[config.mk]
export PLATFORM = sky130hd
export DESIGN_NAME = fsm
export DESIGN_NICKNAME = d
export VERILOG_FILES = /design/src/rtl/fsm_pkg.sv /design/src/rtl/fsm_diff_decode.sv /design/src/rtl/fsm.sv
export SDC_FILE = /design/constraint.sdc
export NUM_CORES = 1
export LEC_CHECK = 0
export ABC_AREA = 1
export ABC_CLOCK_PERIOD_IN_PS = 4550
export BUFFER_PORTS_ARGS = -buffer_cell sky130_fd_sc_hd__buf_2
export CAP_MARGIN = 20
export CORE_AREA = 2 2 39 41
export CTS_CLUSTER_SIZE = 10
export DETAILED_ROUTE_END_ITERATION = 8
export DIE_AREA = 0 0 41 43
export PLACE_DENSITY_LB_ADDON = 0.3
export SETUP_SLACK_MARGIN = 0.3
export SLEW_MARGIN = 25
export SYNTH_ARGS = -nofsm -noshare
export SYNTH_HDL_FRONTEND = slang
export SYNTH_HIERARCHICAL = 1
export SYNTH_SLANG_ARGS = --single-unit
export TNS_END_PERCENT = 20
[constraint.sdc]
create_clock -name clk -period 4.55 [get_ports clk]
set_clock_uncertainty 0.2 [all_clocks]
set_input_delay 0.455 -clock clk [delete_from_list [all_inputs] [get_ports clk]]
set_output_delay 0.455 -clock clk [all_outputs]
set_load 0.01 [all_outputs]
[src/rtl/fsm_pkg.sv]
// Shared types and limits for the number-guessing game controller.
// Covers the state encoding, status codes, per-difficulty limits and round thresholds.
package fsm_pkg;

    typedef enum logic [1:0] {PLAY, WIN, LOSE} state_t;

    localparam logic [1:0] WL_PLAY = 2'd3;
    localparam logic [1:0] WL_WIN  = 2'd1;
    localparam logic [1:0] WL_LOSE = 2'd0;

    localparam logic [1:0] D1_DIGITS  = 2'd1;
    localparam logic [2:0] D1_GUESSES = 3'd3;
    localparam logic [6:0] D1_TIME    = 7'd30;
    localparam logic [1:0] D2_DIGITS  = 2'd2;
    localparam logic [2:0] D2_GUESSES = 3'd4;
    localparam logic [6:0] D2_TIME    = 7'd60;
    localparam logic [1:0] D3_DIGITS  = 2'd3;
    localparam logic [2:0] D3_GUESSES = 3'd5;
    localparam logic [6:0] D3_TIME    = 7'd90;

    localparam logic [3:0] ROUND_D2  = 4'd4;
    localparam logic [3:0] ROUND_D3  = 4'd7;
    localparam logic [3:0] ROUND_WIN = 4'd10;

    // Remaining-guess count that floors at zero instead of wrapping.
    function automatic logic [2:0] sat_sub(input logic [2:0] a, input logic [2:0] b);
        return (b >= a) ? 3'd0 : (a - b);
    endfunction

endpackage

[src/rtl/fsm_diff_decode.sv]
// Combinational round-to-difficulty decode.
// Rounds past the last level keep the hardest limits and raise win_round.
module fsm_diff_decode
    import fsm_pkg::*;
(
    input  logic [3:0] round,
    output logic [1:0] max_digit,
    output logic [2:0] max_guesses,
    output logic [6:0] max_time,
    output logic       win_round
);

    always_comb begin
        max_digit   = D1_DIGITS;
        max_guesses = D1_GUESSES;
        max_time    = D1_TIME;
        win_round   = 1'b0;
        if (round >= ROUND_WIN) begin
            max_digit   = D3_DIGITS;
            max_guesses = D3_GUESSES;
            max_time    = D3_TIME;
            win_round   = 1'b1;
        end else if (round >= ROUND_D3) begin
            max_digit   = D3_DIGITS;
            max_guesses = D3_GUESSES;
            max_time    = D3_TIME;
        end else if (round >= ROUND_D2) begin
            max_digit   = D2_DIGITS;
            max_guesses = D2_GUESSES;
            max_time    = D2_TIME;
        end
    end

endmodule

[src/rtl/fsm.sv]
// Game-control state machine: tracks PLAY/WIN/LOSE and drives registered
// digit count, remaining guesses and win/lose status.
module fsm
    import fsm_pkg::*;
(
    input  logic       clk,
    input  logic       restart,
    input  logic [2:0] incorrect_guesses,
    input  logic [3:0] round,
    input  logic [6:0] timer,
    output logic [1:0] Max_digit,
    output logic [1:0] WINorLOSE,
    output logic [2:0] guesses_left
);

    state_t     state_q, state_d;
    logic [1:0] max_digit_q, max_digit_d;
    logic [2:0] guesses_left_q, guesses_left_d;
    logic [1:0] wl_q, wl_d;

    logic [1:0] dec_digit;
    logic [2:0] dec_guesses;
    logic [6:0] dec_time_unused;
    logic       dec_win_round;
    logic       lose_cond;

    // A timer above the level limit is legal, so the time limit is not used for checking.
    fsm_diff_decode u_decode (
        .round       (round),
        .max_digit   (dec_digit),
        .max_guesses (dec_guesses),
        .max_time    (dec_time_unused),
        .win_round   (dec_win_round)
    );

    assign lose_cond = (timer == 7'd0) || (incorrect_guesses >= dec_guesses);

    always_ff @(posedge clk) begin
        if (restart) begin
            state_q        <= PLAY;
            max_digit_q    <= D1_DIGITS;
            guesses_left_q <= D1_GUESSES;
            wl_q           <= WL_PLAY;
        end else begin
            state_q        <= state_d;
            max_digit_q    <= max_digit_d;
            guesses_left_q <= guesses_left_d;
            wl_q           <= wl_d;
        end
    end

    always_comb begin
        state_d        = state_q;
        max_digit_d    = max_digit_q;
        guesses_left_d = guesses_left_q;
        wl_d           = wl_q;
        unique case (state_q)
            PLAY: begin
                max_digit_d    = dec_digit;
                guesses_left_d = sat_sub(dec_guesses, incorrect_guesses);
                // Losing takes precedence over reaching the final round.
                if (lose_cond) begin
                    state_d = LOSE;
                    wl_d    = WL_LOSE;
                end else if (dec_win_round) begin
                    state_d = WIN;
                    wl_d    = WL_WIN;
                end else begin
                    wl_d    = WL_PLAY;
                end
            end
            WIN, LOSE: begin
                state_d = state_q;
            end
            default: begin
                state_d = PLAY;
            end
        endcase
    end

    assign Max_digit    = max_digit_q;
    assign guesses_left = guesses_left_q;
    assign WINorLOSE    = wl_q;

endmodule

==> results of run 1 <==
[registers in the layout, indices dropped and copies added, names as in the netlist]
register	cells
Max_digit	2
WINorLOSE	2
guesses_left	3
state_q	2
[worst register-to-register path, delay by kind of cell (launching register included)]
kind	cells	cell delay, ns
fa+ha+maj	1	0.32
flops	1	0.29
compound gates	2	0.25
buf+inv	2	0.21
simple gates	1	0.08
[layout make-up]
type	count	area, um2
Fill cell	141	671
Multi-Input combinational cell	50	309
Sequential cell	9	180
Timing Repair Buffer	22	110
Inverter	18	67.6
Clock buffer	4	26.3
Tap cell	16	20.0
[power breakdown]
part / internal (uW) / switching, uW
registers: 110 / 13.2
clock network: 33.8 / 28.4
logic: 68.8 / 107
total: 213 / 148
[stage by stage]
step | total power [uW] | hold slack (ns) | setup slack [ns]
global route | 396 | 0.233 | 2.52
CTS | 365 | 0.214 | 2.67
global placement | 301 | 0.247 | 2.45
detailed placement | 302 | 0.253 | 2.40
finish | 361 | 0.212 | 2.66
floorplan | 256 | 0.238 | 2.55
[worst min path at each step]
stage                 start      endpoint  slack (ns)  depth (start not counted)
3_5_place_dp   Max_digit[0]  Max_digit[0]        0.25                          2
4_1_cts             restart    state_q[1]        0.21                          2
6_report            restart    state_q[1]        0.21                          2
5_1_grt             restart    state_q[1]        0.23                          2
2_1_floorplan    state_q[1]    state_q[1]        0.24                          2
3_3_place_gp   WINorLOSE[0]  WINorLOSE[0]        0.25                          2
[layer usage]
layer	track usage, %	vias to the layer above
met2	21.9	23
met1	18.5	214
li1	-	290
met5	0	-
met3	1.57	4
met4	12.0	0
==> flow_metrics.py, run 1 <==
metrics = {
    "status": {
        "status": "finished, final reports clean",
    },
    "drt": {
        "drt-met1-wl_um": 474,
        "final_antenna_net_count": 0,
        "vias": 531,
        "route.detailed.drc": 0,
        "drtIter0Drc": 8,
        "drt-pass1-iter-count": 4,
        "top_layer": "met4",
        "vias_per_cell": 4.46,
        "wl_per_cell_um": 8.73,
        "wl_met3_um": 83,
        "dr_wl_met2_um": 439,
        "wirelength_um": 1040,
    },
    "setup_path": {
        "r2r_cells": 6,
        "cp.depth": 12,
        "crit_path_frequent_cell": "nor2_2",
        "crit_chain": "buf_2, nor2_2, inv_2, ha_1, nand2_2, nor2_2, nor2_2, nor2_4, nand2_2, o21ai_1, nand2_1, a21oi_2",
        "r2r_start": "state_q[0]",
        "worst-endpoint-arrival_ns": 1.89,
        "rrSetupSlack_ns": 3.13,
        "slowest_stage": "ha_1",
        "crit_start": "round[2]",
        "crit_path_end": "state_q[0]",
        "worstSetupPathType": "input port to register",
        "critPathTopFamily": "simple AND/OR/NAND/NOR gates",
        "path_max_fanout": 4,
        "crit_path_end_kind": "register",
        "startpoint_type": "input port",
        "cp_num_buf_inv": 2,
        "rr_endpoint": "state_q[0]",
        "max_stage_delay_ns": 0.33,
        "required_ns": 4.55,
    },
    "clocking": {
        "clk_pin_slew_worst_paths_ns": 0.06,
        "numCtsBuffers": 3,
        "hold_buffers": 0,
        "cts_root_buf": "clkbuf_4",
        "cts_resized": 0,
        "h-tree-depth": 1,
        "clk_path_buf_depth": 2,
        "cts_tree": "done",
        "clk_latency_ns": 0.26,
        "cts.sinks": 9,
        "post_cts_buffers": 0,
    },
    "floorplanning": {
        "die_area_um2": 1760,
        "rows": 14,
        "ios": 23,
        "die_w_um": 41,
        "start_util_pct": 41.7,
        "die_h_um": 43,
        "core_um2": 1380,
    },
    "pwr": {
        "p_leak_uw": 0.000386,
        "vdd_drop_max_uv": 169,
        "pwr_density_cell_nw_per_um2": 507,
    },
    "synth": {
        "synth_warnings": 6,
        "netlist_instances": 80,
        "syn_nets": 101,
        "netlist_area_um2": 577,
        "avgSynthCellArea_um2": 7.21,
    },
    "sta": {
        "rsz0062_at_grt": "no",
        "timing.final.crit_share_pct": 41.5,
        "tightest_slew_ns": 0.283,
        "setup_viol": 0,
        "maxSlewViolCount": 0,
        "slew_headroom_pct": 81.1,
        "fin_tns_setup_ns": 0,
        "hold_violations": 0,
        "post-route-min-period_ns": 1.89,
        "max_freq_ghz": 0.529,
    },
    "placement": {
        "placed_cells": 115,
        "gp_congestion": 0.771,
        "io_buffers": 22,
        "placed_cell_area_um2": 687,
        "detailedPlacementHpwl_um": 890,
    },
    "layout": {
        "final_common_cell": "buf_2",
        "fin_nets": 125,
        "fin_area_um2": 713,
        "final_cell_mix": "buf_2, inv_1, nand2_1",
        "final_util_pct": 51.5,
        "n_antenna_cell": 0,
        "fin_cells": 119,
        "synthToLayoutAreaGrowth_pct": 23.6,
        "layout-drive-gt1-share_pct": 36.9,
    },
    "flow_run": {
        "cap_viol_max_count": 0,
    },
    "global_route": {
        "grt_pass1_vias": 456,
        "grt_start_max_net_pins": 10,
        "antenna_found_initial": 0,
        "track_usage_pct": 14.9,
        "gr-total-overflow": 0,
        "grt_pass1_wl_um": 1760,
    },
    "hold_path": {
        "hold_path.class": "input port to register",
    },
}
Power figures use the tool's default switching activity.
==> inputs of run 2 (changes only) <==
- ABC_CLOCK_PERIOD_IN_PS: 4550 -> 1690
- CORE_AREA: 2 2 39 41 -> unset
- CORE_UTILIZATION: unset -> 42
- DIE_AREA: 0 0 41 43 -> unset
- clock period: 4.55 -> 1.69 ns (I/O delays scaled with it)
==> run 2 against run 1 <==
Effect of this change:
- final cell count up 7.6%
- global-route usage up 3.8 points
- critical path type unchanged
- via count up 15%
- critical endpoint unchanged
- largest power group unchanged
- critical path depth unchanged
- worst setup slack worse by 2.5 ns
- die area down 13%
==> flow_metrics.py, run 2 (synthesized netlist as in run 1, its figures left out) <==
metrics = {
    "setup_path": {
        "slowest_stage": "ha_4",
        "startpoint_type": "input port",
        "max_stage_delay_ns": 0.28,
        "required_ns": 1.69,
        "crit_path_frequent_cell": "nor2_4",
        "worstSetupPathType": "input port to register",
        "crit_chain": "buf_6, nor2_4, inv_2, ha_4, nand2_4, nor2_4, nor2_4, nor2_4, nand2_2, o21ai_1, nand2_1, a21oi_2",
        "path_max_fanout": 3,
        "cp_num_buf_inv": 2,
        "worst-endpoint-arrival_ns": 1.49,
        "critPathTopFamily": "simple AND/OR/NAND/NOR gates",
        "crit_path_end_kind": "register",
    },
    "placement": {
        "placed_cells": 121,
        "detailedPlacementHpwl_um": 953,
        "io_buffers": 22,
        "placed_cell_area_um2": 767,
        "gp_congestion": 0.771,
    },
    "hold_path": {
        "hold_path.class": "input port to register",
    },
    "global_route": {
        "track_usage_pct": 18.7,
        "grt_pass1_wl_um": 1930,
        "grt_start_max_net_pins": 10,
        "gr-total-overflow": 0,
        "grt_pass1_vias": 531,
        "antenna_found_initial": 0,
    },
    "layout": {
        "synthToLayoutAreaGrowth_pct": 51.6,
        "final_common_cell": "buf_2",
        "layout-drive-gt1-share_pct": 47.4,
        "fin_area_um2": 875,
        "final_cell_mix": "buf_2, inv_1, nand2_1",
        "fin_cells": 128,
        "n_antenna_cell": 0,
        "largest_reg_flops": 3,
        "fin_nets": 136,
    },
    "clocking": {
        "cts.sinks": 9,
        "clk_path_buf_depth": 2,
        "cts_root_buf": "clkbuf_4",
        "h-tree-depth": 1,
        "cts_tree": "done",
        "clk_latency_ns": 0.26,
        "clk_pin_slew_worst_paths_ns": 0.06,
        "numCtsBuffers": 3,
    },
    "drt": {
        "final_antenna_net_count": 0,
        "drt-pass1-iter-count": 4,
        "wirelength_um": 1280,
        "route.detailed.drc": 0,
        "vias_per_cell": 4.77,
        "vias": 611,
        "wl_per_cell_um": 9.96,
        "drtIter0Drc": 9,
    },
    "floorplanning": {
        "die_area_um2": 1530,
        "start_util_pct": 48.6,
        "ios": 23,
        "core_um2": 1190,
        "die_w_um": 39.1,
        "die_h_um": 39.1,
        "rows": 12,
    },
    "sta": {
        "fin_hold_ws_ns": 0.0633,
        "max_freq_ghz": 0.671,
        "hold_violations": 0,
        "rsz0062_at_grt": "yes",
        "fin_tns_setup_ns": 0,
        "timing.final.crit_share_pct": 88.2,
        "tightest_slew_ns": 0.191,
        "post-route-min-period_ns": 1.49,
        "maxSlewViolCount": 0,
        "setup_viol": 0,
        "slew_headroom_pct": 87.2,
    },
    "pwr": {
        "p_int_uw": 633,
        "switching_share_pct": 40.8,
        "p_seq_share_pct": 31.1,
        "vdd_drop_max_uv": 555,
        "power_switching_uw": 436,
        "p_comb_share_pct": 53.0,
        "p_leak_uw": 0.000449,
        "pwr_density_cell_nw_per_um2": 1220,
        "p_clk_share_pct": 15.9,
    },
    "flow_run": {
        "cap_viol_max_count": 0,
    },
    "status": {
        "status": "finished, final reports clean",
    },
}
==> run 2: cell count changes in the layout (fill, tap and decap cells not counted), sizes merged <==
cell         previous run  this run
buf                    22        32
dlygate4sd3             0         1
==> run 2: worst register-to-register path: stages (launching register included) <==
cell and delay (ns):
dfxtp_1 0.30, inv_1 0.08, ha_2 0.29, inv_2 0.11, o21ai_1 0.13, nand2_1 0.07
a21oi_2 0.10
==> run 2: layer usage <==
layer | GRT usage (%) | vias up | part of all wire (%)
li1 | - | 314 | -
met1 | 20.3 | 266 | 45
met2 | 34.6 | 28 | 49
met3 | 1.73 | 3 | 4.0
met4 | 10.3 | 0 | 1.4
met5 | 0 | - | 0
==> run 2: cell type report <==
type,count,area (um2)
Multi-Input combinational cell,50,375
Fill cell,93,312
Timing Repair Buffer,33,208
Sequential cell,9,180
Inverter,18,67.6
Clock buffer,4,26.3
Tap cell,14,17.5
==> run 2: stage by stage <==
| stage | setup WS [ns] | power (uW) | utilization (%) |
|---|---|---|---|
| floorplan | 0.0667 | 694 | - |
| global placement | -0.0000633 | 838 | 64.7 |
| detailed placement | -0.0319 | 853 | 64.7 |
| CTS | 0.255 | 1020 | 67.7 |
| global route | 0.112 | 1160 | 73.7 |
| finish | 0.199 | 1070 | 73.7 |
==> run 2: repair_timing <==
| item | in CTS | in global routing |
|---|---|---|
| hold buffers | 1 | 0 |
| pin swaps | 1 | 8 |
| hold endpoints to repair | 5 | 0 |
| buffers inserted | 0 | 2 |
| resized for setup | 0 | 11 |
| endpoints found under the setup margin | 4 | 9 |
==> run 2: path summary, 6_finish.rpt <==
kind                        start         endpoint  slack, ns  cells after the start
max                      round[3]       state_q[0]       0.20                     12
max reg2reg            state_q[0]       state_q[0]       0.35                      6
min          incorrect_guesses[0]  guesses_left[0]       0.06                      3
min reg2reg          Max_digit[0]     Max_digit[0]       0.26                      2
==> run 2: power groups by stage <==
| stage | registers, uW | logic (uW) | clock network (uW) |
|---|---|---|---|
| final | 332 | 566 | 170 |
| after floorplan | 367 | 327 | 0 |
| after detailed placement | 338 | 515 | 0 |
| after CTS | 333 | 520 | 172 |
| after global routing | 342 | 644 | 177 |
| after global placement | 335 | 503 | 0 |
==> inputs of run 3 (changes only) <==
- ABC_CLOCK_PERIOD_IN_PS: 1690 -> 1300
- clock period: 1.69 -> 1.3 ns (I/O delays scaled with it)
==> run 3 against run 2 <==
Effect of this change:
- highest routed layer unchanged
- cell area grew 22%
- the flow now finishes with violations (negative hold slack, negative setup slack)
- die area is the same
- sequential cell count is the same
- critical path type unchanged
- combinational power grew 89%
==> flow_metrics.py, run 3 (synthesized netlist as in run 1, its figures left out) <==
metrics = {
    "placement": {
        "gp_congestion": 0.758,
        "io_buffers": 22,
        "detailedPlacementHpwl_um": 991,
    },
    "global_route": {
        "grt_pass1_wl_um": 2970,
        "use_met3_pct": 8.09,
        "antenna_found_initial": 0,
        "track_usage_pct": 30.3,
        "grt_pass1_vias": 720,
        "grt_use_met1_pct": 30.6,
        "busiest_layer": "met2",
        "gr-usage-met2_pct": 54.6,
        "gr-total-overflow": 0,
        "grt_start_max_net_pins": 10,
    },
    "setup_path": {
        "crit_path_frequent_cell": "nor2_4",
        "worstSetupPathType": "input port to register",
        "rr_endpoint": "state_q[0]",
        "worst-endpoint-arrival_ns": 1.51,
        "r2r_cells": 6,
        "r2r_start": "state_q[1]",
        "cp_num_buf_inv": 4,
        "max_stage_delay_ns": 0.29,
        "path_max_fanout": 3,
        "startpoint_type": "input port",
        "critPathTopFamily": "simple AND/OR/NAND/NOR gates",
        "required_ns": 1.30,
        "crit_path_end_kind": "register",
        "crit_chain": "buf_8, nor2_4, inv_2, ha_4, nand2_4, nor2_4, nor2_2, nor2_4, nand2_2, buf_4, buf_4, o21ai_2",
        "slowest_stage": "ha_4",
        "rrSetupSlack_ns": 0.01,
    },
    "drt": {
        "vias_per_cell": 5.17,
        "vias": 749,
        "drt-pass1-iter-count": 4,
        "drtIter0Drc": 17,
        "final_antenna_net_count": 0,
        "wirelength_um": 2040,
        "wl_per_cell_um": 14.1,
        "route.detailed.drc": 0,
    },
    "status": {
        "violations": "negative hold slack, negative setup slack",
        "status": "finished with violations",
    },
    "layout": {
        "synthToLayoutAreaGrowth_pct": 85.7,
        "multi_input_comb_area_um2": 390,
        "fillCellCount": 55,
        "fin_nets": 153,
        "final_cell_mix": "buf_4, inv_1, buf_2",
        "layout-drive-gt1-share_pct": 64.1,
        "regArea_um2": 186,
        "final_util_pct": 90.3,
        "n_antenna_cell": 0,
        "final_common_cell": "buf_4",
        "largest_reg_flops": 3,
    },
    "clocking": {
        "cts_tree": "done",
        "cts.sinks": 9,
        "clk_latency_ns": 0.26,
        "h-tree-depth": 1,
        "clk_path_buf_depth": 2,
        "clk_pin_slew_worst_paths_ns": 0.06,
        "hold_buffers": 1,
        "numCtsBuffers": 3,
        "cts_root_buf": "clkbuf_4",
    },
    "sta": {
        "maxSlewViolCount": 0,
        "slew_headroom_pct": 86.2,
        "timing.final.ws_setup_ns": -0.207,
        "post-route-min-period_ns": 1.51,
        "hold_violations": 2,
        "max_freq_ghz": 0.664,
        "fin_hold_ws_ns": -0.0541,
        "timing.final.crit_share_pct": 116,
        "setup_viol": 7,
        "tightest_slew_ns": 0.207,
        "rsz0062_at_grt": "yes",
    },
    "pwr": {
        "power_switching_uw": 704,
        "vdd_drop_max_uv": 1040,
        "p_clk_share_pct": 12.7,
        "p_int_uw": 1050,
        "switching_share_pct": 40.0,
        "p_comb_share_pct": 61.2,
        "pwr_density_cell_nw_per_um2": 1640,
        "p_leak_uw": 0.000547,
        "p_seq_share_pct": 26.2,
    },
    "floorplanning": {
        "ios": 23,
        "die_h_um": 39.1,
        "die_area_um2": 1530,
        "die_w_um": 39.1,
        "rows": 12,
        "start_util_pct": 48.6,
        "core_um2": 1190,
    },
    "hold_path": {
        "hold_depth": 3,
        "min-delay-start": "restart",
        "hold_path.class": "input port to register",
        "holdPathEnd": "Max_digit[0]",
    },
    "flow_run": {
        "cap_viol_max_count": 0,
    },
}
[run 3: changes by cell type in the layout (fill, tap and decap cells not counted), moves of 3 or more]
cell and delta:
buf_4 +17, buf_6 +6, buf_2 -7, dfxtp_1 -5, nand2_2 +3, dfxtp_2 +5
nand2_1 -3
[run 3: final cells by class]
type / count / share of cell area (%)
flip-flops and latches: 9 / 17.4
clock buffers: 4 / 2.45
multi-input cells: 50 / 36.4
inverters: 18 / 6.31
well taps: 14 / 1.64
repair buffers: 50 / 35.7
[run 3: tightest hold or removal path, cell delays in order]
cell and delay (ns):
buf_2 0.09, inv_1 0.07, nand3_1 0.09
[run 3: power groups by stage]
stage	Combinational (uW)	Sequential [uW]	Clock [uW]
after global routing	1160	473	232
after floorplan	425	477	0
after detailed placement	772	437	0
final	1070	460	223
after CTS	938	459	220
after global placement	747	434	0
[run 3: per-layer routing]
metal | wire length [um] | up-vias
li1 | - | 350
met1 | 766 | 334
met2 | 1030 | 48
met3 | 125 | 17
met4 | 116 | 0
met5 | 0 | -
[run 3: how the worst max path moves through the flow]
stage / from / endpoint / slack (ns) / cells after the start
final: round[2] / WINorLOSE[0] / -0.21 / 12
after global routing: round[2] / state_q[0] / -0.28 / 12
after CTS: round[2] / state_q[0] / -0.07 / 12
after floorplan: round[2] / state_q[1] / -0.28 / 12
after global placement: round[2] / state_q[1] / -0.39 / 12
after detailed placement: round[2] / state_q[1] / -0.40 / 12
[run 3: repair_timing]
item                                   CTS  global route
endpoints found under the hold margin    5             2
pin swaps                               12             0
buffers inserted                        15             1
gates resized for setup                 25             8
setup endpoints to repair               16            16
[run 3: through the flow]
step                instances  power [uW]  TNS [ns]  area [um2]  setup slack (ns)
floorplan                  80         902     -1.33         599            -0.284
global placement          124        1180     -2.04         790            -0.394
detailed placement        124        1210     -2.19         790            -0.399
CTS                       144        1620    -0.190        1040           -0.0669
global route              145        1860     -1.22        1070            -0.277
finish                    145        1760    -0.751        1070            -0.207
